`config.mk`:
```
export PLATFORM = sky130hd
export DESIGN_NAME = sa_fifo_ctl_rwsp_64x14
export DESIGN_NICKNAME = d
export VERILOG_FILES = /design/src/rtl/sa_ram_pkg.sv /design/src/rtl/sa_fifo_ctl_rwsp_64x14.sv
export SDC_FILE = /design/constraint.sdc
export NUM_CORES = 1
export LEC_CHECK = 0
export CORE_MARGIN = 2
export CORE_UTILIZATION = 43
export DETAILED_ROUTE_END_ITERATION = 10
export GPL_ROUTABILITY_DRIVEN = 1
export PLACE_DENSITY = 0.8
export RECOVER_POWER = 50
export SLEW_MARGIN = 20
export SYNTH_ARGS = -nofsm -noshare
export SYNTH_HDL_FRONTEND = slang
export SYNTH_SLANG_ARGS = --single-unit
```
`constraint.sdc`:
```
create_clock -name clk -period 3.4 [get_ports clk]
set_input_delay 0.68 -clock clk [delete_from_list [all_inputs] [get_ports clk]]
set_output_delay 0.68 -clock clk [all_outputs]
set_load 0.03 [all_outputs]
```
`src/rtl/sa_ram_pkg.sv`:
```
// Shared geometry for the 64x14 read-with-staged-pipeline RAM and its FIFO controller.
package sa_ram_pkg;
  localparam int unsigned Depth = 64;
  localparam int unsigned Width = 14;
  localparam int unsigned AddrW = 6;
  localparam int unsigned OccW  = 7;
endpackage

```
`src/rtl/sa_fifo_ctl_rwsp_64x14.sv`:
```
// FIFO controller driving a RAM with a registered address stage (S1) and output stage (S2).
module sa_fifo_ctl_rwsp_64x14
  import sa_ram_pkg::*;
#(
  parameter int unsigned DEPTH = Depth,
  parameter int unsigned WIDTH = Width
) (
  input  logic             clk,
  input  logic             rst,
  input  logic             wr_valid,
  output logic             wr_ready,
  input  logic [WIDTH-1:0] wr_data,
  output logic             rd_valid,
  input  logic             rd_ready,
  output logic [WIDTH-1:0] rd_data,
  output logic [AddrW-1:0] ram_wa,
  output logic             ram_we,
  output logic [WIDTH-1:0] ram_di,
  output logic [AddrW-1:0] ram_ra,
  output logic             ram_re,
  output logic             ram_ore,
  input  logic [WIDTH-1:0] ram_dout,
  output logic [OccW-1:0]  occupancy
);

  localparam logic [OccW-1:0]  FullCount = OccW'(DEPTH);
  localparam logic [AddrW-1:0] LastAddr  = AddrW'(DEPTH - 1);

  logic [AddrW-1:0] wr_ptr_q, wr_ptr_d;
  logic [AddrW-1:0] rd_ptr_q, rd_ptr_d;
  logic [OccW-1:0]  pending_q, pending_d;
  logic [OccW-1:0]  ram_count_q, ram_count_d;
  logic             s1_q, s1_d;
  logic             s2_q, s2_d;
  logic             wr_fire;

  always_comb begin
    wr_ready = (ram_count_q < FullCount);
    wr_fire  = wr_valid && wr_ready;
    ram_ore  = s1_q && (!s2_q || rd_ready);
    ram_re   = (pending_q != '0) && (!s1_q || ram_ore);

    ram_we = wr_fire;
    ram_wa = wr_ptr_q;
    ram_di = wr_data;
    ram_ra = rd_ptr_q;

    rd_valid  = s2_q;
    rd_data   = ram_dout;
    occupancy = ram_count_q + OccW'(s2_q);

    wr_ptr_d = wr_ptr_q;
    if (wr_fire) wr_ptr_d = (wr_ptr_q == LastAddr) ? '0 : wr_ptr_q + 1'b1;
    rd_ptr_d = rd_ptr_q;
    if (ram_re) rd_ptr_d = (rd_ptr_q == LastAddr) ? '0 : rd_ptr_q + 1'b1;

    pending_d   = pending_q + OccW'(wr_fire) - OccW'(ram_re);
    // A slot stays allocated until its word is captured by the output register.
    ram_count_d = ram_count_q + OccW'(wr_fire) - OccW'(ram_ore);

    s1_d = s1_q;
    if (ram_re)       s1_d = 1'b1;
    else if (ram_ore) s1_d = 1'b0;

    s2_d = s2_q;
    if (ram_ore)       s2_d = 1'b1;
    else if (rd_ready) s2_d = 1'b0;
  end

  always_ff @(posedge clk) begin
    if (rst) begin
      wr_ptr_q    <= '0;
      rd_ptr_q    <= '0;
      pending_q   <= '0;
      ram_count_q <= '0;
      s1_q        <= 1'b0;
      s2_q        <= 1'b0;
    end else begin
      wr_ptr_q    <= wr_ptr_d;
      rd_ptr_q    <= rd_ptr_d;
      pending_q   <= pending_d;
      ram_count_q <= ram_count_d;
      s1_q        <= s1_d;
      s2_q        <= s2_d;
    end
  end

endmodule

```
==> summary.md, run 1 <==
| Metric | Value |
|---|---|
| Area Overhead vs Synth | 8.20% |
| Routed vias | 1,546 |
| Worst Hold Class | register to register |
| CP Launch Point | rd_ready |
| Antenna violations before repair | 0 |
| Global route overflow | 0 |
| Synth cell types | 46 |
| Clock latency on the worst-skew pair | 0.28 ns |
| Max Slew Vio Count | 0 |
| Hold-fix buffers at CTS | 0 |
| Die Wd | 72.4 um |
| #FFs+latches synth | 28 |
| Syn Inst Count | 233 |
| Largest net degree at the start of global routing | 16 |
| Switching part of the total power | 44.8% |
| Sequential share of power | 27.1% |
| Status | complete, no violations |
| Clock buffer depth | 2 |
| Reg2reg end | pending_q[6]$_SDFF_PP0_ |
| Synth top cells by count | 28 x buf_4, 28 x dfxtp_1, 24 x ha_1, 24 x inv_1, 18 x nor2_1 |
| Critical path fanouts, max | 3 |
| Mapped Nets | 291 |
| Peak VDD IR | 0.515 mV |
| Fin crit share | 90.4% |
| Int Pwr | 0.00110 W |
| Worst-margin pin slew | 0.516 ns |
| # Post-CTS Setup Buffers | 0 |
| TritonCTS clock tree | built |
| Part of the power in the clock network | 10.4% |
| Routability cong. | 0.786 |
| Worst r2r src | pending_q[4]$_SDFF_PP0_ |
| Post-synth EDFFs | 0 |
| Total track usage | 14.6% |
| Depth of the CTS H-tree | 1 |
| Arr. time, crit path | 2.39 ns |
| Vias in the first global route | 1,394 |
| Net switching power | 0.000895 W |
| DIE AREA | 0.00525 mm2 |
| Final min period | 3.07 ns |
| Core Area | 0.00444 mm2 |
| I/O Pins | 84 |
| First-pass GRT wire length | 6150 um |
| Main area contributors after synthesis | dfxtp_1 28%, ha_1 15%, buf_4 10%, inv_1 4.5%, xnor2_1 3.9% |
| Setup TNS | 0 ns |
| Drt wl/cell | 12.9 um |
| Critical path required time | 2.72 ns |
| WHS | 0.498 ns |
| Area of the mapped netlist | 0.00201 mm2 |
| First-pass detailed-route iteration total | 4 |
| MaxCap Viol Count | 0 |
| Async set-reset flop share out of synthesis | 0% |
| Final Hold Viols | 0 |
| RSZ-0062 raised after global routing | no |
| YS warnings | 0 |
| Part of the power in combinational logic | 62.5% |
| DRT antenna net count | 0 |
| Worst-case reg-to-reg path depth | 13 |
| Leak pwr | 0.938 nW |
| Routed WL | 3720 um |
| Share of layout cells above drive strength 1 | 2.97% |
| Share of the synthesized area in the top cell type | 27.8% |
| Clock Tree Root | clkbuf_8 |
| Antenna Cells | 0 |
| TritonCTS Buffers | 3 |
| Max Fclk | 325 MHz |
| Setup Viol. Count Final | 0 |
| Endpoint class of the critical path | output port |
| Residual DRC count | 0 |
| Clk_skew | 0.00261 ns |
| FF-to-FF setup slack | 0.76 ns |
| Synth area leader | dfxtp_1 |
| Vias per cell | 5.37 |
| Syn Area/Cell | 8.64 um2 |
| Most common flop cell mapped by yosys | dfxtp_1 |
| Initial Utilization | 45.3% |
| Port bufs | 27 |
| Layout Nets | 295 |
| Register area share after synthesis | 27.8% |
| Max-Slew Margin vs Limit | 65.6% |
| Hold path start | s1_q$_SDFFE_PP0P_ |
| Clk sinks | 28 |
| Crit Path Category | input pin to output port |
| DP HPWL | 2930 um |
| DR iter-0 viols | 54 |
| Worst setup path end | ram_re |
| Worst-path clk slew | 0.09 ns |
| P per Cell Area | 917 mW/mm2 |
| Post-CTS Resized | 0 |
| Row count | 24 |
| Final core occ | 49.0% |
| CP startpoint kind | input pin |
| Die Height | 72.4 um |
## layout make-up
| type | instances | area, um2 |
|---|---|---|
| clock buffer | 4 | 55.1 |
| fill | 429 | 2270 |
| inverter | 25 | 93.8 |
| multi-input combinational | 148 | 1120 |
| sequential | 28 | 561 |
| tap | 52 | 65.1 |
| timing repair buffer | 31 | 285 |
## kinds of logic (layout without fill, tap and decap cells)
family                     count (synthesis)  count (layout)  share of synthesized area (%)
and+or+nand+nor                           70              70                           18.9
xor gates and xnor gates                  15              15                           6.53
AOI/OAI and AO/OA                         35              35                           12.8
adders and majority gates                 26              26                           16.9
muxes                                      2               2                          0.994
DFF                                       28              28                           27.8
buffers and inverters                     57              60                           16.0
## stage by stage
step | setup WS, ns | area [um2] | std cells | power (W)
floorplan | 0.290 | 2010 | 233 | 0.00154
global placement | 0.346 | 2150 | 284 | 0.00178
detailed placement | 0.265 | 2150 | 284 | 0.00182
CTS | 0.476 | 2200 | 288 | 0.00204
global route | 0.237 | 2180 | 288 | 0.00219
finish | 0.327 | 2180 | 288 | 0.00200
## routing by layer
layer  GRT usage (%)  wire length (um)  vias up
met5               0                 0        -
met4            5.97                85        0
met3            3.06               259       11
met2            24.1              1680       57
met1            18.5              1690      702
li1                -                 -      776
## registers in the layout (all words and copies together), names as in the netlist
register,cells
pending_q,7
ram_count_q,7
ram_ra,6
ram_wa,6
rd_valid,1
s1_q,1
## critical path, stage by stage
cell             delay, ns
dlygate4sd3_1         0.55
and3b_1               0.21
a21oi_1               0.22
clkdlybuf4s50_1       0.73
## power groups by stage
stage	combinational [W]	sequential, W	clock (W)
after global placement	0.00123	0.000547	0
final	0.00125	0.000541	0.000207
after global routing	0.00140	0.000558	0.000227
after detailed placement	0.00127	0.000551	0
after floorplan	0.000977	0.000564	0
after CTS	0.00128	0.000543	0.000214
## placed cells by master, fill, tap and decap left out, types with 3 or more instances in the layout
cell type / instances
nand3_1: 9
ha_1: 24
clkdlybuf4s50_1: 24
nor2b_1: 6
nor2_1: 18
xor2_1: 6
a21oi_1: 8
o211ai_1: 3
clkbuf_8: 4
inv_1: 24
nand2_1: 12
nor3_1: 4
dfxtp_1: 28
dlygate4sd3_1: 3
a211oi_1: 5
clkbuf_1: 4
nor4_1: 4
o21ai_0: 5
xnor2_1: 9
## worst min-delay path by stage
stage / to / slack, ns / cells after the start
finish: rd_valid$_SDFFE_PP0P_ / 0.50 / 2
global route: rd_valid$_SDFFE_PP0P_ / 0.52 / 2
CTS: rd_valid$_SDFFE_PP0P_ / 0.49 / 2
detailed placement: rd_valid$_SDFFE_PP0P_ / 0.48 / 2
global placement: rd_valid$_SDFFE_PP0P_ / 0.46 / 2
floorplan: rd_valid$_SDFFE_PP0P_ / 0.44 / 2
No activity file was read; power rests on OpenSTA's default activity.
==> inputs of run 2 (changes only) <==
--- a/config.mk
+++ b/config.mk
@@ -11,6 +11,8 @@
 export GPL_ROUTABILITY_DRIVEN = 1
 export PLACE_DENSITY = 0.8
 export RECOVER_POWER = 50
+export SETUP_SLACK_MARGIN = 0.3
+export SKIP_LAST_GASP = 1
 export SLEW_MARGIN = 20
 export SYNTH_ARGS = -nofsm -noshare
 export SYNTH_HDL_FRONTEND = slang
==> run 2 against run 1 <==
  * Core utilization up 0.76 points
  * Design area up 1.6%
  * Fmax up 1.6%
  * Largest cell class unchanged
  * Largest power group unchanged
  * Highest routed layer unchanged
==> summary.md, run 2 (synthesized netlist as in run 1, its figures left out) <==
| Metric | Value |
|---|---|
| Status | complete, no violations |
| Cells along the critical path | clkdlybuf4s50_1, inv_1, a21boi_0, clkdlybuf4s50_1 |
| DP HPWL | 2970 um (+1.1%) |
| Total track usage | 16.0% (+1.4 points) |
| Crit Path Category | input pin to output port |
| Leak pwr | 0.949 nW (+1.2%) |
| Worst-path clk slew | 0.10 ns (about the same) |
| Clock latency on the worst-skew pair | 0.29 ns (about the same) |
| Max Fclk | 331 MHz (+1.6%) |
| DR iter-0 viols | 56 (+3.7%) |
| Worst-margin pin slew | 0.602 ns (+0.0854 ns) |
| First-pass GRT wire length | 6510 um (+6.0%) |
| Slowest-stage cell, CP | clkdlybuf4s50_1 |
| Drt wl/cell | 13.7 um (+6.5%) |
| Largest regs | pending_q: 7 flops, ram_count_q: 7 flops |
| Commonest non-fill, non-tap cell in the layout | dfxtp_1 |
| Endpoint class of the critical path | output port |
| Final Power | 0.00210 W (+5.3%) |
| Row count | 24 (unchanged) |
| # Post-CTS Setup Buffers | 0 (unchanged) |
| DIE AREA | 0.00525 mm2 (unchanged) |
| Peak VDD IR | 0.423 mV (-18%) |
| Final min period | 3.02 ns (-0.0488 ns) |
| Vias per cell | 5.42 (+0.91%) |
| Critical path required time | 2.72 ns (about the same) |
| I/O Pins | 84 (unchanged) |
| CP startpoint kind | input pin |
| Port bufs | 27 (unchanged) |
| Routability cong. | 0.834 (+6.1%) |
| Area Overhead vs Synth | 9.88% |
| Final worst slack | 0.376 ns (+0.0488 ns) |
| Most frequent CP cell | clkdlybuf4s50_1 |
| Share of layout cells above drive strength 1 | 3.81% (+0.85 points) |
| Dpl ws | 0.278 ns (+0.0134 ns) |
| Clock buffer depth | 2 (unchanged) |
| Antenna Cells | 0 (unchanged) |
| Largest net degree at the start of global routing | 17 (+1) |
| Fin crit share | 88.9% (-1.4 points) |
| Routed vias | 1,560 (+0.91%) |
| DRT antenna net count | 0 (unchanged) |
| Global route overflow | 0 (unchanged) |
| Setup TNS | 0 ns (unchanged) |
| Layout Nets | 295 (unchanged) |
| Arr. time, crit path | 2.34 ns (-0.05 ns) |
| Clock Tree Root | clkbuf_8 |
| MaxCap Viol Count | 0 (unchanged) |
| Vias in the first global route | 1,464 (+5.0%) |
| First-pass detailed-route iteration total | 4 (unchanged) |
| Depth of the CTS H-tree | 1 (unchanged) |
| Hold-fix buffers at CTS | 0 (unchanged) |
| Setup Viol. Count Final | 0 (unchanged) |
| Antenna violations before repair | 0 (unchanged) |
| P per Cell Area | 951 mW/mm2 (+3.7%) |
| Clk sinks | 28 (unchanged) |
| Worst Hold Class | register to register |
| TritonCTS Buffers | 3 (unchanged) |
| Max-Slew Margin vs Limit | 59.9% (-5.7 points) |
| RSZ-0062 raised after global routing | no |
| Final Hold Viols | 0 (unchanged) |
| Post-CTS Resized | 0 (unchanged) |
| Initial Utilization | 45.3% (unchanged) |
| Die Wd | 72.4 um (unchanged) |
| Max Slew Vio Count | 0 (unchanged) |
| Clk_skew | 0.00287 ns (+0.000266 ns) |
| Die Height | 72.4 um (unchanged) |
| Most frequent cells in the layout | 28 x dfxtp_1, 24 x inv_1, 24 x ha_1, 24 x clkdlybuf4s50_1, 18 x nor2_1 |
| Critical path fanouts, max | 2 (-1) |
| TritonCTS clock tree | built |
| Max stage delay on crit path | 0.78 ns (+0.05 ns) |
| Routed WL | 3960 um (+6.5%) |
| Residual DRC count | 0 (unchanged) |
| WHS | 0.491 ns (-0.00775 ns) |
| Core Area | 0.00444 mm2 (unchanged) |
-- run 2: layout make-up --
| type | count | area, um2 |
|---|---|---|
| Clock inverter | 1 | 30.0 |
| Inverter | 25 | 93.8 |
| Sequential cell | 28 | 561 |
| Timing Repair Buffer | 31 | 292 |
| Tap cell | 52 | 65.1 |
| Clock buffer | 3 | 41.3 |
| Fill cell | 420 | 2230 |
| Multi-Input combinational cell | 148 | 1130 |
-- run 2: worst paths after layout --
check,from,to,slack [ns],cells past startpoint
max reg2reg,pending_q[4]$_SDFF_PP0_,pending_q[6]$_SDFF_PP0_,0.73,13
max,rd_ready,ram_ore,0.38,4
min reg2reg,s1_q$_SDFFE_PP0P_,rd_valid$_SDFFE_PP0P_,0.49,2
min,s1_q$_SDFFE_PP0P_,rd_valid$_SDFFE_PP0P_,0.49,2
-- run 2: routing by layer --
metal	track usage [%]	wire length (um)
met5	0	0
met4	8.23	127
met3	4.17	251
met2	27.4	1880
met1	18.3	1700
-- run 2: report_power, final --
| part | switching (W) | internal [W] | leakage [nW] |
|---|---|---|---|
| Combinational | 0.000711 | 0.000580 | 0.682 |
| Clock | 0.000114 | 0.000158 | 0.0357 |
| Sequential | 0.000110 | 0.000431 | 0.231 |
-- run 2: critical path, delay by kind of cell --
family	cells	cell delay, ns
compound gates	1	0.36
buf+inv	3	1.30
-- run 2: stage by stage --
step	utilization, %	area [um2]	cells
finish	49.8	2210	288
global route	49.8	2210	288
CTS	50.0	2220	288
detailed placement	48.4	2150	284
global placement	48.4	2150	284
floorplan	-	2010	233
